### src/rtl/cla16_aor_enc32.sv
// Logic-locked 16-bit two-level carry-lookahead adder with a registered 17-bit sum.
// Define CLA16_LOCK_EN to insert the 32 AND/OR key gates on the generate/propagate nets.
module cla16_aor_enc32 (
    input  logic        clk_i,
    input  logic        rst_ni,
    input  logic [15:0] add1_i,
    input  logic [15:0] add2_i,
    input  logic [31:0] keyinput,
    output logic [16:0] result_o
);

    logic [15:0] g_raw;
    logic [15:0] p_raw;
    logic [15:0] g_lk;
    logic [15:0] p_lk;
    logic [16:0] c;
    logic [3:0]  grp_g;
    logic [3:0]  grp_p;
    logic [16:0] sum_next;

    assign g_raw = add1_i & add2_i;
    assign p_raw = add1_i ^ add2_i;

`ifdef CLA16_LOCK_EN
    localparam logic [31:0] UNLOCK_KEY = 32'hD7D41D23;
    localparam logic [15:0] KEY_G      = UNLOCK_KEY[15:0];
    localparam logic [15:0] KEY_P      = UNLOCK_KEY[31:16];

    // Where the correct bit is 1 the gate is n & k; where it is 0 it is n | k.
    assign g_lk = (g_raw & (keyinput[15:0]  | ~KEY_G)) | (keyinput[15:0]  & ~KEY_G);
    assign p_lk = (p_raw & (keyinput[31:16] | ~KEY_P)) | (keyinput[31:16] & ~KEY_P);
`else
    logic unused_key;

    assign unused_key = ^keyinput;
    assign g_lk       = g_raw;
    assign p_lk       = p_raw;
`endif

    // First level: group generate/propagate per 4-bit group.
    always_comb begin
        // NOTE: every always_comb output gets a default first so no path can infer a latch.
        grp_g = '0;
        grp_p = '0;
        for (int j = 0; j < 4; j++) begin
            grp_g[j] = g_lk[4*j+3]
                     | (p_lk[4*j+3] & g_lk[4*j+2])
                     | (p_lk[4*j+3] & p_lk[4*j+2] & g_lk[4*j+1])
                     | (p_lk[4*j+3] & p_lk[4*j+2] & p_lk[4*j+1] & g_lk[4*j]);
            grp_p[j] = &p_lk[4*j +: 4];
        end
    end

    // Second level plus in-group lookahead; c[0] is tied low since there is no carry-in.
    always_comb begin
        c     = '0;
        c[4]  = grp_g[0];
        c[8]  = grp_g[1] | (grp_p[1] & grp_g[0]);
        c[12] = grp_g[2] | (grp_p[2] & grp_g[1]) | (grp_p[2] & grp_p[1] & grp_g[0]);
        c[16] = grp_g[3] | (grp_p[3] & grp_g[2]) | (grp_p[3] & grp_p[2] & grp_g[1])
              | (grp_p[3] & grp_p[2] & grp_p[1] & grp_g[0]);
        for (int j = 0; j < 4; j++) begin
            c[4*j+1] = g_lk[4*j] | (p_lk[4*j] & c[4*j]);
            c[4*j+2] = g_lk[4*j+1] | (p_lk[4*j+1] & g_lk[4*j])
                     | (p_lk[4*j+1] & p_lk[4*j] & c[4*j]);
            c[4*j+3] = g_lk[4*j+2] | (p_lk[4*j+2] & g_lk[4*j+1])
                     | (p_lk[4*j+2] & p_lk[4*j+1] & g_lk[4*j])
                     | (p_lk[4*j+2] & p_lk[4*j+1] & p_lk[4*j] & c[4*j]);
        end
    end

    assign sum_next = {c[16], p_lk ^ c[15:0]};

    always_ff @(posedge clk_i or negedge rst_ni) begin
        // NOTE: registers use non-blocking assignments so every flop samples pre-edge values.
        if (!rst_ni) result_o <= '0;
        else         result_o <= sum_next;
    end

endmodule

### config.mk
export PLATFORM = sky130hd
export DESIGN_NAME = cla16_aor_enc32
export DESIGN_NICKNAME = d
export VERILOG_FILES = /design/src/rtl/cla16_aor_enc32.sv
export SDC_FILE = /design/constraint.sdc
export NUM_CORES = 1
export LEC_CHECK = 0
export ABC_AREA = 1
export BUFFER_PORTS_ARGS = -buffer_cell sky130_fd_sc_hd__buf_2
export CAP_MARGIN = 25
export CORE_ASPECT_RATIO = 1.2
export CORE_MARGIN = 2
export CORE_UTILIZATION = 37
export DETAILED_ROUTE_END_ITERATION = 12
export GPL_TIMING_DRIVEN = 0
export PLACE_DENSITY = 0.78
export SLEW_MARGIN = 30
export SYNTH_ARGS = -nofsm -noshare
export SYNTH_HDL_FRONTEND = slang
export SYNTH_SLANG_ARGS = --single-unit
### constraint.sdc
create_clock -name clk_i -period 0.8 [get_ports clk_i]
set_clock_uncertainty 0.1 [all_clocks]
set_input_delay 0.04 -clock clk_i [delete_from_list [all_inputs] [get_ports clk_i]]
set_output_delay 0.04 -clock clk_i [all_outputs]
set_load 0.03 [all_outputs]
==> qor.yml, run 1 <==
logic_synthesis:
  post_synthesis_simple_gate_area_fraction_pct: 25.3
  synth_top_cells_by_area: "sky130_fd_sc_hd__dfrtp_1, sky130_fd_sc_hd__ha_1, sky130_fd_sc_hd__nand2_1"
  yosys_warn_count: 0
  synth.cell_area_um2: 1190
  synth_top_cell_by_area: "sky130_fd_sc_hd__dfrtp_1"
  mux_cell_area_share_after_synthesis_pct: 0
  synth_edf_count: 0
  synthFlopType: "sky130_fd_sc_hd__dfrtp_1"
  share_of_the_synthesized_area_in_compound_gates_ao_oa_aoi_oai_pct: 4.95
  post_synth.cell_area_avg_um2: 8.87
  syn_nets: 220
  synthCells: 134
  post_synth_xor_area_fraction_pct: 4.42
  post-synth-top-count-cell: "sky130_fd_sc_hd__nand2_1"
  postSynthRegisterBits: 17
  synth.lib_cells_used.distinct: 20
  synth_sequential_area_ratio_pct: 35.8
  ys_async_sr_fraction_pct: 100
  portion_of_synthesized_cell_area_occupied_by_the_leading_cell_type_pct: 35.8
  yosys-top-cells-count: "sky130_fd_sc_hd__nand2_1, sky130_fd_sc_hd__inv_1, sky130_fd_sc_hd__dfrtp_1"
  synth-adder-area-share_pct: 23.6
  dominant_combinational_cell_family_by_area_after_synthesis: "simple AND/OR/NAND/NOR gates"
layout:
  design_area_um2: 1930
  area_delta_synth_final_pct: 62.2
  drive_above_1_share_pct: 51.3
  largestRegisters: "result_o x17"
  multiInputGateArea_um2: 908
  finalCoreUtilization_pct: 63.1
  antenna-diode-count: 0
  largest-register: "result_o"
  sequential_cell_area_um2: 425
  finalNetCount: 282
  fillerInstances: 251
  flip_flop_count_of_the_largest_register_after_layout: 17
sta:
  unrepaired_setup_endpoints_after_global_routing: "true"
  setup_total_negative_slack_ns: -7.62
  report.final.slew_viol_count: 0
  slew_at_the_pin_closest_to_its_max_slew_limit_ns: 0.416
  min_period_ns: 1.29
  final.hold.worst_slack_ns: -0.104
  hold_viol_final: 5
  fin_ws_ns: -0.486
  worst_relative_slew_slack_pct: 72.3
  max_freq_mhz: 777
  final-setup-viol-count: 30
  period_share_pct: 161
placed_design:
  portbufs: 50
  globalplace.congestion: 0.775
  place_hpwl_mm: 1.95
  postPlaceCellArea_um2: 1630
routing:
  first_iter_violations: 7
  post_drt_via_cell_ratio: 4.75
  total_routed_wire_length_on_the_met1_layer_um: 970
  avgRoutedWirePerCell_um: 11.4
  totalWireLength_mm: 2.64
  postRouteAntennaNets: 0
  drt_drc_violations_left: 0
  dr_wl_met3_um: 157
  drt_pass_1_iters: 3
  met2RoutedLength_mm: 1.50
  route.vias.total: 1097
  dr.max_layer_used: "met4"
global_routing:
  grt_max_degree: 18
  grt_first_pass_wirelength_mm: 4.29
  global_route.usage.total_pct: 14.6
  globalRouteOverflowTotal: 0
  grt_pass1_vias: 1063
  antenna_found_initial: 0
floorplanning:
  die-height_um: 66.1
  std_cell_rows: 22
  effective_utilization_at_floorplan_pct: 38.9
  die_x_um: 55.7
  core_area_um2: 3060
  ios: 83
  dieArea_um2: 3680
cts:
  clock_tree_from_tritoncts: "built"
  clock_tree.htree_level_count: 1
  clock-sinks: 17
  cts_hold_buf: 1
  clkSlewWorstSetupHoldPaths_ns: 0.09
  ctsLongestPathBuffers: 2
  clock_tree.root_cell: "sky130_fd_sc_hd__clkbuf_4"
  cts-buffers-inserted: 3
worst_setup_path:
  timing.critical_path.arrival_ns: 1.36
  max_stage_delay_ns: 0.34
  endpoint_kind: "register"
  cp-endpoint: "result_o[13]$_DFF_PN0_"
  crit_path_start_kind: "input port"
  launching_element_of_the_worst_setup_path: "add1_i[3]"
  timing.critical_path.required_ns: 0.87
  crit_path_top_delay_cell: "sky130_fd_sc_hd__fa_2"
  crit_fanout: 3
  path_class: "input port to register"
  cp_cell_sequence: "buf_6 -> ha_4 -> or2_0 -> nand2_2 -> nand2_4 -> nand2_2 -> nand3_2 -> fa_2 -> xor2_1"
  worst_path_most_repeated_cell: "sky130_fd_sc_hd__nand2_2"
status:
  failed_checks: "hold timing, setup timing"
  run_status: "complete, but fails checks"
power:
  vdd.ir_drop.worst_v: 0.00127
  pwr_density_cell_nw_per_um2: 1620
  power.leakage_nw: 1.01
min_path:
  hold_crit_class: "input port to register"
  hp-start: "add2_i[0]"
flow_run:
  maxCapViolCount: 0
stage by stage:
step / setup slack, ns / total power, W / cells
floorplan: -0.663 / 0.00191 / 134
global placement: -0.849 / 0.00228 / 220
detailed placement: -0.869 / 0.00232 / 220
CTS: -0.487 / 0.00306 / 229
global route: -0.515 / 0.00335 / 231
finish: -0.486 / 0.00312 / 231
where the power goes:
| part | switching [W] | internal (W) | total [W] |
|---|---|---|---|
| Clock | 0.000258 | 0.000193 | 0.000451 |
| Sequential | 0.0000742 | 0.00102 | 0.00109 |
| Combinational | 0.000843 | 0.000736 | 0.00158 |
| Total | 0.00117 | 0.00195 | 0.00312 |
worst min-delay path by stage:
stage                                       end  cells after the start
after global routing      result_o[0]$_DFF_PN0_                      2
after CTS                 result_o[0]$_DFF_PN0_                      2
after global placement    result_o[3]$_DFF_PN0_                      1
after detailed placement  result_o[6]$_DFF_PN0_                      1
after floorplan           result_o[0]$_DFF_PN0_                      0
final                     result_o[0]$_DFF_PN0_                      2
cell families (layout without fill, tap and decap cells):
family,Yosys count,after routing
AO/OA/AOI/OAI,9,9
flip-flops,17,17
AND/OR/NAND/NOR,63,63
buffers and inverters,19,80
XOR/XNOR,6,6
adder cells (fa/ha/maj),20,20
worst max-delay path, delay by kind of cell:
family	cells	cell delay, ns
fa+ha+maj	2	0.57
simple gates	5	0.51
xor+xnor	1	0.14
buf+inv	1	0.10
per-layer routing:
metal	track usage, %	vias up
met5	0	-
met4	3.66	0
met3	3.33	2
met2	28.9	30
met1	15.5	517
li1	-	548
area by class of cell:
cell class              count  area share (%)
well taps                  36            2.34
clock buffers               4            1.36
multi-input cells          98            47.1
inverters                  19            3.70
repair buffers             57            23.4
flip-flops and latches     17            22.1
cells in the final DEF (no fill, tap or decap), types with 3 or more instances in the layout:
master | synthesis | layout
sky130_fd_sc_hd__nand2_2 | 7 | 10
sky130_fd_sc_hd__buf_6 | 0 | 23
sky130_fd_sc_hd__nand4_1 | 3 | 3
sky130_fd_sc_hd__nand3_1 | 7 | 6
sky130_fd_sc_hd__nor2_1 | 5 | 4
sky130_fd_sc_hd__ha_4 | 0 | 12
sky130_fd_sc_hd__xor2_1 | 6 | 6
sky130_fd_sc_hd__fa_2 | 0 | 4
sky130_fd_sc_hd__nand2_4 | 2 | 7
sky130_fd_sc_hd__nand2_1 | 35 | 27
sky130_fd_sc_hd__dfrtp_1 | 17 | 17
sky130_fd_sc_hd__inv_1 | 19 | 16
sky130_fd_sc_hd__buf_2 | 0 | 31
sky130_fd_sc_hd__clkbuf_4 | 0 | 3
sky130_fd_sc_hd__ha_1 | 16 | 4
sky130_fd_sc_hd__inv_2 | 0 | 3
repair_timing:
action                                 4_1_cts  5_1_grt
endpoints found under the hold margin       23        6
pin swaps                                    6       12
resized for setup                           45       15
setup endpoints to repair                   30       30
buffers inserted                             4        3
(Power assumes the default switching activity.)
==> run 2, diff against run 1 <==
--- a/config.mk
+++ b/config.mk
@@ -6,7 +6,7 @@
 export NUM_CORES = 1
 export LEC_CHECK = 0
 export ABC_AREA = 1
-export BUFFER_PORTS_ARGS = -buffer_cell sky130_fd_sc_hd__buf_2
+export BUFFER_PORTS_ARGS = -buffer_cell sky130_fd_sc_hd__buf_4
 export CAP_MARGIN = 25
 export CORE_ASPECT_RATIO = 1.2
 export CORE_MARGIN = 2
==> run 2 against run 1 <==
Effect of this change:
- the run still ends with hold timing, setup timing left
- critical path depth did not move
- die area did not move
- flip-flop and latch count did not move
- combinational power barely moved
- routed wire length rose by 6.2%
- final cell count rose by 0.43%
- sequential power barely moved
- count of clock-buffer cells in the layout did not move
- clock power barely moved
- non-clock buffer count rose by 1
- utilization rose by 2.1 points
==> qor.yml, run 2 (same netlist as run 1, synthesis figures left out) <==
status:
  run_status: "complete, but fails checks"
  failed_checks: "hold timing, setup timing"
sta:
  report.final.slew_viol_count: 0
  min_period_ns: 1.30
  setup_total_negative_slack_ns: -7.52
  final.hold.worst_slack_ns: -0.115
  hold_viol_final: 9
  slew_at_the_pin_closest_to_its_max_slew_limit_ns: 0.281
  final-setup-viol-count: 30
  period_share_pct: 163
  max_freq_mhz: 767
  unrepaired_setup_endpoints_after_global_routing: "true"
  fin_ws_ns: -0.504
  worst_relative_slew_slack_pct: 81.2
layout:
  largestRegisters: "result_o x17"
  finalNetCount: 283
  antenna-diode-count: 0
  area_delta_synth_final_pct: 67.7
  drive_above_1_share_pct: 50.0
  finalCoreUtilization_pct: 65.2
  layout.cells.most_common: "sky130_fd_sc_hd__buf_4"
  most-common-layout-cells: "sky130_fd_sc_hd__buf_4, sky130_fd_sc_hd__nand2_1, sky130_fd_sc_hd__buf_6, sky130_fd_sc_hd__inv_1, sky130_fd_sc_hd__dfrtp_1"
  flip_flop_count_of_the_largest_register_after_layout: 17
  largest-register: "result_o"
routing:
  avgRoutedWirePerCell_um: 12.1
  drt_drc_violations_left: 0
  totalWireLength_mm: 2.80
  first_iter_violations: 14
  post_drt_via_cell_ratio: 4.77
  postRouteAntennaNets: 0
  route.vias.total: 1107
  drt_pass_1_iters: 4
placed_design:
  globalplace.congestion: 0.861
  portbufs: 50
  place_hpwl_mm: 2.22
cts:
  clock-sinks: 17
  clkSlewWorstSetupHoldPaths_ns: 0.09
  clock_tree.htree_level_count: 1
  clock_tree_from_tritoncts: "built"
  ctsLongestPathBuffers: 2
  clock_tree.root_cell: "sky130_fd_sc_hd__clkbuf_4"
  cts-buffers-inserted: 3
  cts_hold_buf: 1
worst_setup_path:
  path_class: "input port to register"
  timing.critical_path.required_ns: 0.87
  crit_fanout: 4
  endpoint_kind: "register"
  timing.critical_path.arrival_ns: 1.38
  crit_path_start_kind: "input port"
power:
  pwr_density_cell_nw_per_um2: 1580
  power.share.sequential_pct: 34.8
  power.leakage_nw: 1.04
  p_int_w: 0.00197
  total_switching_power_w: 0.00117
  power_switching_share_pct: 37.2
  comb_power_share_pct: 50.9
  vdd.ir_drop.worst_v: 0.00105
  power.share.clock_pct: 14.3
floorplanning:
  die_x_um: 55.7
  die-height_um: 66.1
  core_area_um2: 3060
  std_cell_rows: 22
  dieArea_um2: 3680
  effective_utilization_at_floorplan_pct: 38.9
  ios: 83
min_path:
  hold_crit_class: "input port to register"
  hp-start: "add2_i[0]"
  timing.hold.worst_endpoint: "result_o[0]$_DFF_PN0_"
  worst_hold_path.num_cells: 2
global_routing:
  grt_first_pass_wirelength_mm: 4.59
  globalRouteOverflowTotal: 0
  antenna_found_initial: 0
  grt_pass1_vias: 1125
  grt_max_degree: 18
  global_route.usage.total_pct: 15.7
flow_run:
  maxCapViolCount: 0
run 2: changes by cell type in the layout (fill, tap and decap cells not counted):
cell,delta
sky130_fd_sc_hd__buf_4,+33
sky130_fd_sc_hd__buf_2,-31
sky130_fd_sc_hd__nand3_2,-2
sky130_fd_sc_hd__nand3_1,+1
sky130_fd_sc_hd__nand2_4,-2
sky130_fd_sc_hd__inv_2,-2
sky130_fd_sc_hd__nand3_4,+1
sky130_fd_sc_hd__or2_1,+1
sky130_fd_sc_hd__or2_0,-1
sky130_fd_sc_hd__inv_1,+2
sky130_fd_sc_hd__nand2_2,+2
sky130_fd_sc_hd__buf_12,-1
run 2: worst max-delay path: stages:
cell and delay [ns]:
sky130_fd_sc_hd__buf_6 0.10, sky130_fd_sc_hd__ha_4 0.22, sky130_fd_sc_hd__or2_1 0.22, sky130_fd_sc_hd__nand2_2 0.08, sky130_fd_sc_hd__nand2_4 0.07, sky130_fd_sc_hd__nand2_4 0.07, sky130_fd_sc_hd__nand3_4 0.07, sky130_fd_sc_hd__fa_2 0.36
sky130_fd_sc_hd__xor2_1 0.15
run 2: stage by stage:
stage	hold WS [ns]	cells	power, W	setup slack (ns)	instance area, um2
6_report	-0.115	232	0.00314	-0.504	1990
5_1_grt	-0.123	232	0.00331	-0.559	1990
4_1_cts	-0.115	232	0.00311	-0.540	1940
3_5_place_dp	-0.183	220	0.00247	-0.893	1750
3_3_place_gp	-0.185	220	0.00242	-0.849	1750
2_1_floorplan	-0.356	134	0.00191	-0.663	1330
run 2: power by group through the flow:
stage	Sequential [W]	Clock [W]	Combinational, W
finish	0.00109	0.000450	0.00160
global route	0.00111	0.000478	0.00172
CTS	0.00110	0.000455	0.00156
detailed placement	0.00108	0	0.00139
global placement	0.00108	0	0.00135
floorplan	0.00141	0	0.000499
run 2: area by class of cell:
| class | count | area (um2) |
|---|---|---|
| timing repair buffer | 58 | 524 |
| fill | 230 | 1060 |
| clock buffer | 4 | 26.3 |
| inverter | 19 | 71.3 |
| sequential | 17 | 425 |
| tap | 36 | 45.0 |
| multi-input combinational | 98 | 901 |
run 2: worst max-delay path by stage:
stage	slack [ns]	to	start	cells after the start
after floorplan	-0.66	result_o[13]$_DFF_PN0_	add1_i[3]	8
final	-0.50	result_o[13]$_DFF_PN0_	add2_i[3]	9
after CTS	-0.54	result_o[13]$_DFF_PN0_	add2_i[3]	9
after global placement	-0.85	result_o[13]$_DFF_PN0_	add1_i[3]	9
after global routing	-0.56	result_o[13]$_DFF_PN0_	add1_i[10]	10
after detailed placement	-0.89	result_o[13]$_DFF_PN0_	add1_i[3]	9
run 2: what timing repair did:
item,CTS,global route
pin swaps,10,6
setup endpoints to repair,30,30
hold endpoints to repair,25,7
setup buffers,7,1
gates resized for setup,27,13
run 2: layer usage:
metal | GRT usage (%) | wire (um)
met1 | 15.4 | 924
met2 | 32.9 | 1650
met3 | 2.94 | 186
met4 | 3.96 | 42
met5 | 0 | 0
==> run 3, diff against run 2 <==
--- a/config.mk
+++ b/config.mk
@@ -7,13 +7,13 @@
 export LEC_CHECK = 0
 export ABC_AREA = 1
 export BUFFER_PORTS_ARGS = -buffer_cell sky130_fd_sc_hd__buf_4
-export CAP_MARGIN = 25
+export CAP_MARGIN = 10
 export CORE_ASPECT_RATIO = 1.2
 export CORE_MARGIN = 2
-export CORE_UTILIZATION = 37
+export CORE_UTILIZATION = 44
 export DETAILED_ROUTE_END_ITERATION = 12
 export GPL_TIMING_DRIVEN = 0
-export PLACE_DENSITY = 0.78
+export PLACE_DENSITY = 0.87
 export SLEW_MARGIN = 30
 export SYNTH_ARGS = -nofsm -noshare
 export SYNTH_HDL_FRONTEND = slang
==> constraint.sdc (replaced) <==
create_clock -name clk_i -period 1.51 [get_ports clk_i]
set_clock_uncertainty 0.1 [all_clocks]
set_input_delay 0.0755 -clock clk_i [delete_from_list [all_inputs] [get_ports clk_i]]
set_output_delay 0.0755 -clock clk_i [all_outputs]
set_load 0.03 [all_outputs]
==> run 3 against run 2 <==
Effect of this change:
- the flow now finishes without violations
- non-clock buffer count shrank 2
- utilization grew 4.8 points
- sequential share of layout area grew 2.5 points
- largest cell class unchanged
==> qor.yml, run 3 (same netlist as run 1, synthesis figures left out) <==
status:
  run_status: "finished, final reports clean"
sta:
  worst_relative_slew_slack_pct: 85.3
  slew_at_the_pin_closest_to_its_max_slew_limit_ns: 0.221
  min_period_ns: 1.43
  report.final.slew_viol_count: 0
  setup_total_negative_slack_ns: 0
  period_share_pct: 94.7
  final-setup-viol-count: 0
  max_freq_mhz: 699
  unrepaired_setup_endpoints_after_global_routing: "false"
  hold_viol_final: 0
layout:
  drive_above_1_share_pct: 38.1
  antenna-diode-count: 0
  fillerInstances: 211
  layout.cells.most_common: "sky130_fd_sc_hd__buf_4"
  finalNetCount: 281
  area_delta_synth_final_pct: 50.3
  design_area_um2: 1790
  largest-register: "result_o"
  sequential_cell_area_um2: 425
  largestRegisters: "result_o x17"
  multiInputGateArea_um2: 787
  flip_flop_count_of_the_largest_register_after_layout: 17
  most-common-layout-cells: "sky130_fd_sc_hd__buf_4, sky130_fd_sc_hd__nand2_1, sky130_fd_sc_hd__inv_1, sky130_fd_sc_hd__dfrtp_1, sky130_fd_sc_hd__ha_1"
routing:
  drt_pass_1_iters: 6
  avgRoutedWirePerCell_um: 12.0
  route.vias.total: 1127
  first_iter_violations: 15
  drt_drc_violations_left: 0
  post_drt_via_cell_ratio: 4.96
  postRouteAntennaNets: 0
  totalWireLength_mm: 2.71
global_routing:
  grt_max_degree: 18
  global_route.usage.total_pct: 17.8
  antenna_found_initial: 0
  grt_pass1_vias: 1057
  globalRouteOverflowTotal: 0
  grt_first_pass_wirelength_mm: 4.21
cts:
  clock_tree.root_cell: "sky130_fd_sc_hd__clkbuf_4"
  clkSlewWorstSetupHoldPaths_ns: 0.10
  clock_tree.htree_level_count: 1
  ctsLongestPathBuffers: 2
  clock_tree_from_tritoncts: "built"
  clock-sinks: 17
  cts-buffers-inserted: 3
placed_design:
  postPlaceCellArea_um2: 1660
  globalplace.congestion: 0.753
  portbufs: 50
  place_hpwl_mm: 2.20
min_path:
  worst_hold_path.num_cells: 2
  hold_crit_class: "input port to register"
  timing.hold.worst_endpoint: "result_o[8]$_DFF_PN0_"
  hp-start: "add2_i[8]"
worst_setup_path:
  endpoint_kind: "register"
  path_class: "input port to register"
  crit_fanout: 4
  crit_path_start_kind: "input port"
  timing.critical_path.arrival_ns: 1.50
  timing.critical_path.required_ns: 1.58
floorplanning:
  die_x_um: 51.4
  ios: 83
  dieArea_um2: 3130
  die-height_um: 60.9
  effective_utilization_at_floorplan_pct: 46.6
  core_area_um2: 2550
  std_cell_rows: 20
power:
  design_power_total_w: 0.00153
  vdd.ir_drop.worst_v: 0.000537
  pwr_density_cell_nw_per_um2: 857
  power.leakage_nw: 0.981
flow_run:
  maxCapViolCount: 0
-- run 3: changes by cell type in the layout (fill, tap and decap cells not counted), moves of 2 or more --
| cell | delta |
|---|---|
| sky130_fd_sc_hd__buf_4 | +16 |
| sky130_fd_sc_hd__dlygate4sd3_1 | +5 |
| sky130_fd_sc_hd__fa_1 | +2 |
| sky130_fd_sc_hd__buf_6 | -23 |
| sky130_fd_sc_hd__ha_1 | +5 |
| sky130_fd_sc_hd__fa_2 | -2 |
| sky130_fd_sc_hd__nand2_2 | -4 |
| sky130_fd_sc_hd__ha_4 | -5 |
| sky130_fd_sc_hd__nand2_4 | -3 |
| sky130_fd_sc_hd__nand2_1 | +7 |
-- run 3: final cells by class --
cell class              instances  area share (%)
inverters                      19            3.99
flip-flops and latches         17            23.8
well taps                      33            2.31
multi-input cells              98            44.0
repair buffers                 56            24.4
clock buffers                   4            1.47
-- run 3: worst max-delay path, stage by stage --
cell                      delay, ns
sky130_fd_sc_hd__buf_4         0.11
sky130_fd_sc_hd__ha_1          0.33
sky130_fd_sc_hd__a21oi_1       0.20
sky130_fd_sc_hd__nand2_1       0.11
sky130_fd_sc_hd__inv_1         0.07
sky130_fd_sc_hd__nand3_2       0.10
sky130_fd_sc_hd__fa_2          0.35
sky130_fd_sc_hd__xor2_1        0.16
-- run 3: power breakdown --
| part | switching [W] | total (W) | leakage, nW | internal (W) |
|---|---|---|---|---|
| Sequential | 0.0000241 | 0.000562 | 0.200 | 0.000538 |
| Combinational | 0.000417 | 0.000731 | 0.766 | 0.000314 |
| Clock | 0.000136 | 0.000238 | 0.0150 | 0.000102 |
| Total | 0.000577 | 0.00153 | 0.981 | 0.000955 |
-- run 3: how the worst max path moves through the flow --
stage | start | end | slack, ns | cells after the start
floorplan | add1_i[9] | result_o[13]$_DFF_PN0_ | 0.0006 | 9
global placement | add1_i[9] | result_o[13]$_DFF_PN0_ | -0.20 | 10
detailed placement | add1_i[9] | result_o[13]$_DFF_PN0_ | -0.24 | 10
CTS | add1_i[9] | result_o[13]$_DFF_PN0_ | 0.02 | 10
global route | add1_i[11] | result_o[13]$_DFF_PN0_ | 0.004 | 8
finish | add1_i[11] | result_o[13]$_DFF_PN0_ | 0.08 | 8
-- run 3: metrics by stage --
stage / setup slack (ns) / hold WS (ns) / utilization (%) / cells
2_1_floorplan: 0.000582 / -0.320 / - / 134
3_3_place_gp: -0.197 / -0.149 / 65.0 / 217
3_5_place_dp: -0.241 / -0.150 / 65.0 / 217
4_1_cts: 0.0250 / 0.00878 / 68.4 / 227
5_1_grt: 0.00359 / 0.0124 / 70.0 / 227
6_report: 0.0798 / 0.00140 / 70.0 / 227
-- run 3: what timing repair did --
| item | CTS | global route |
|---|---|---|
| setup buffers | 0 | 0 |
| gates resized for setup | 0 | 4 |
| hold buffers | 6 | 0 |
| endpoints found under the hold margin | 20 | 0 |
| setup endpoints to repair | 0 | 2 |
-- run 3: per-layer routing --
layer  part of all wire [%]  wire [um]  up-vias  GRT usage, %
met4                    2.0         53        0          3.76
met2                     57       1540       49          38.1
met1                     34        924      522          17.4
met5                      0          0        -             0
li1                       -          -      548             -
met3                    7.1        193        8          2.96
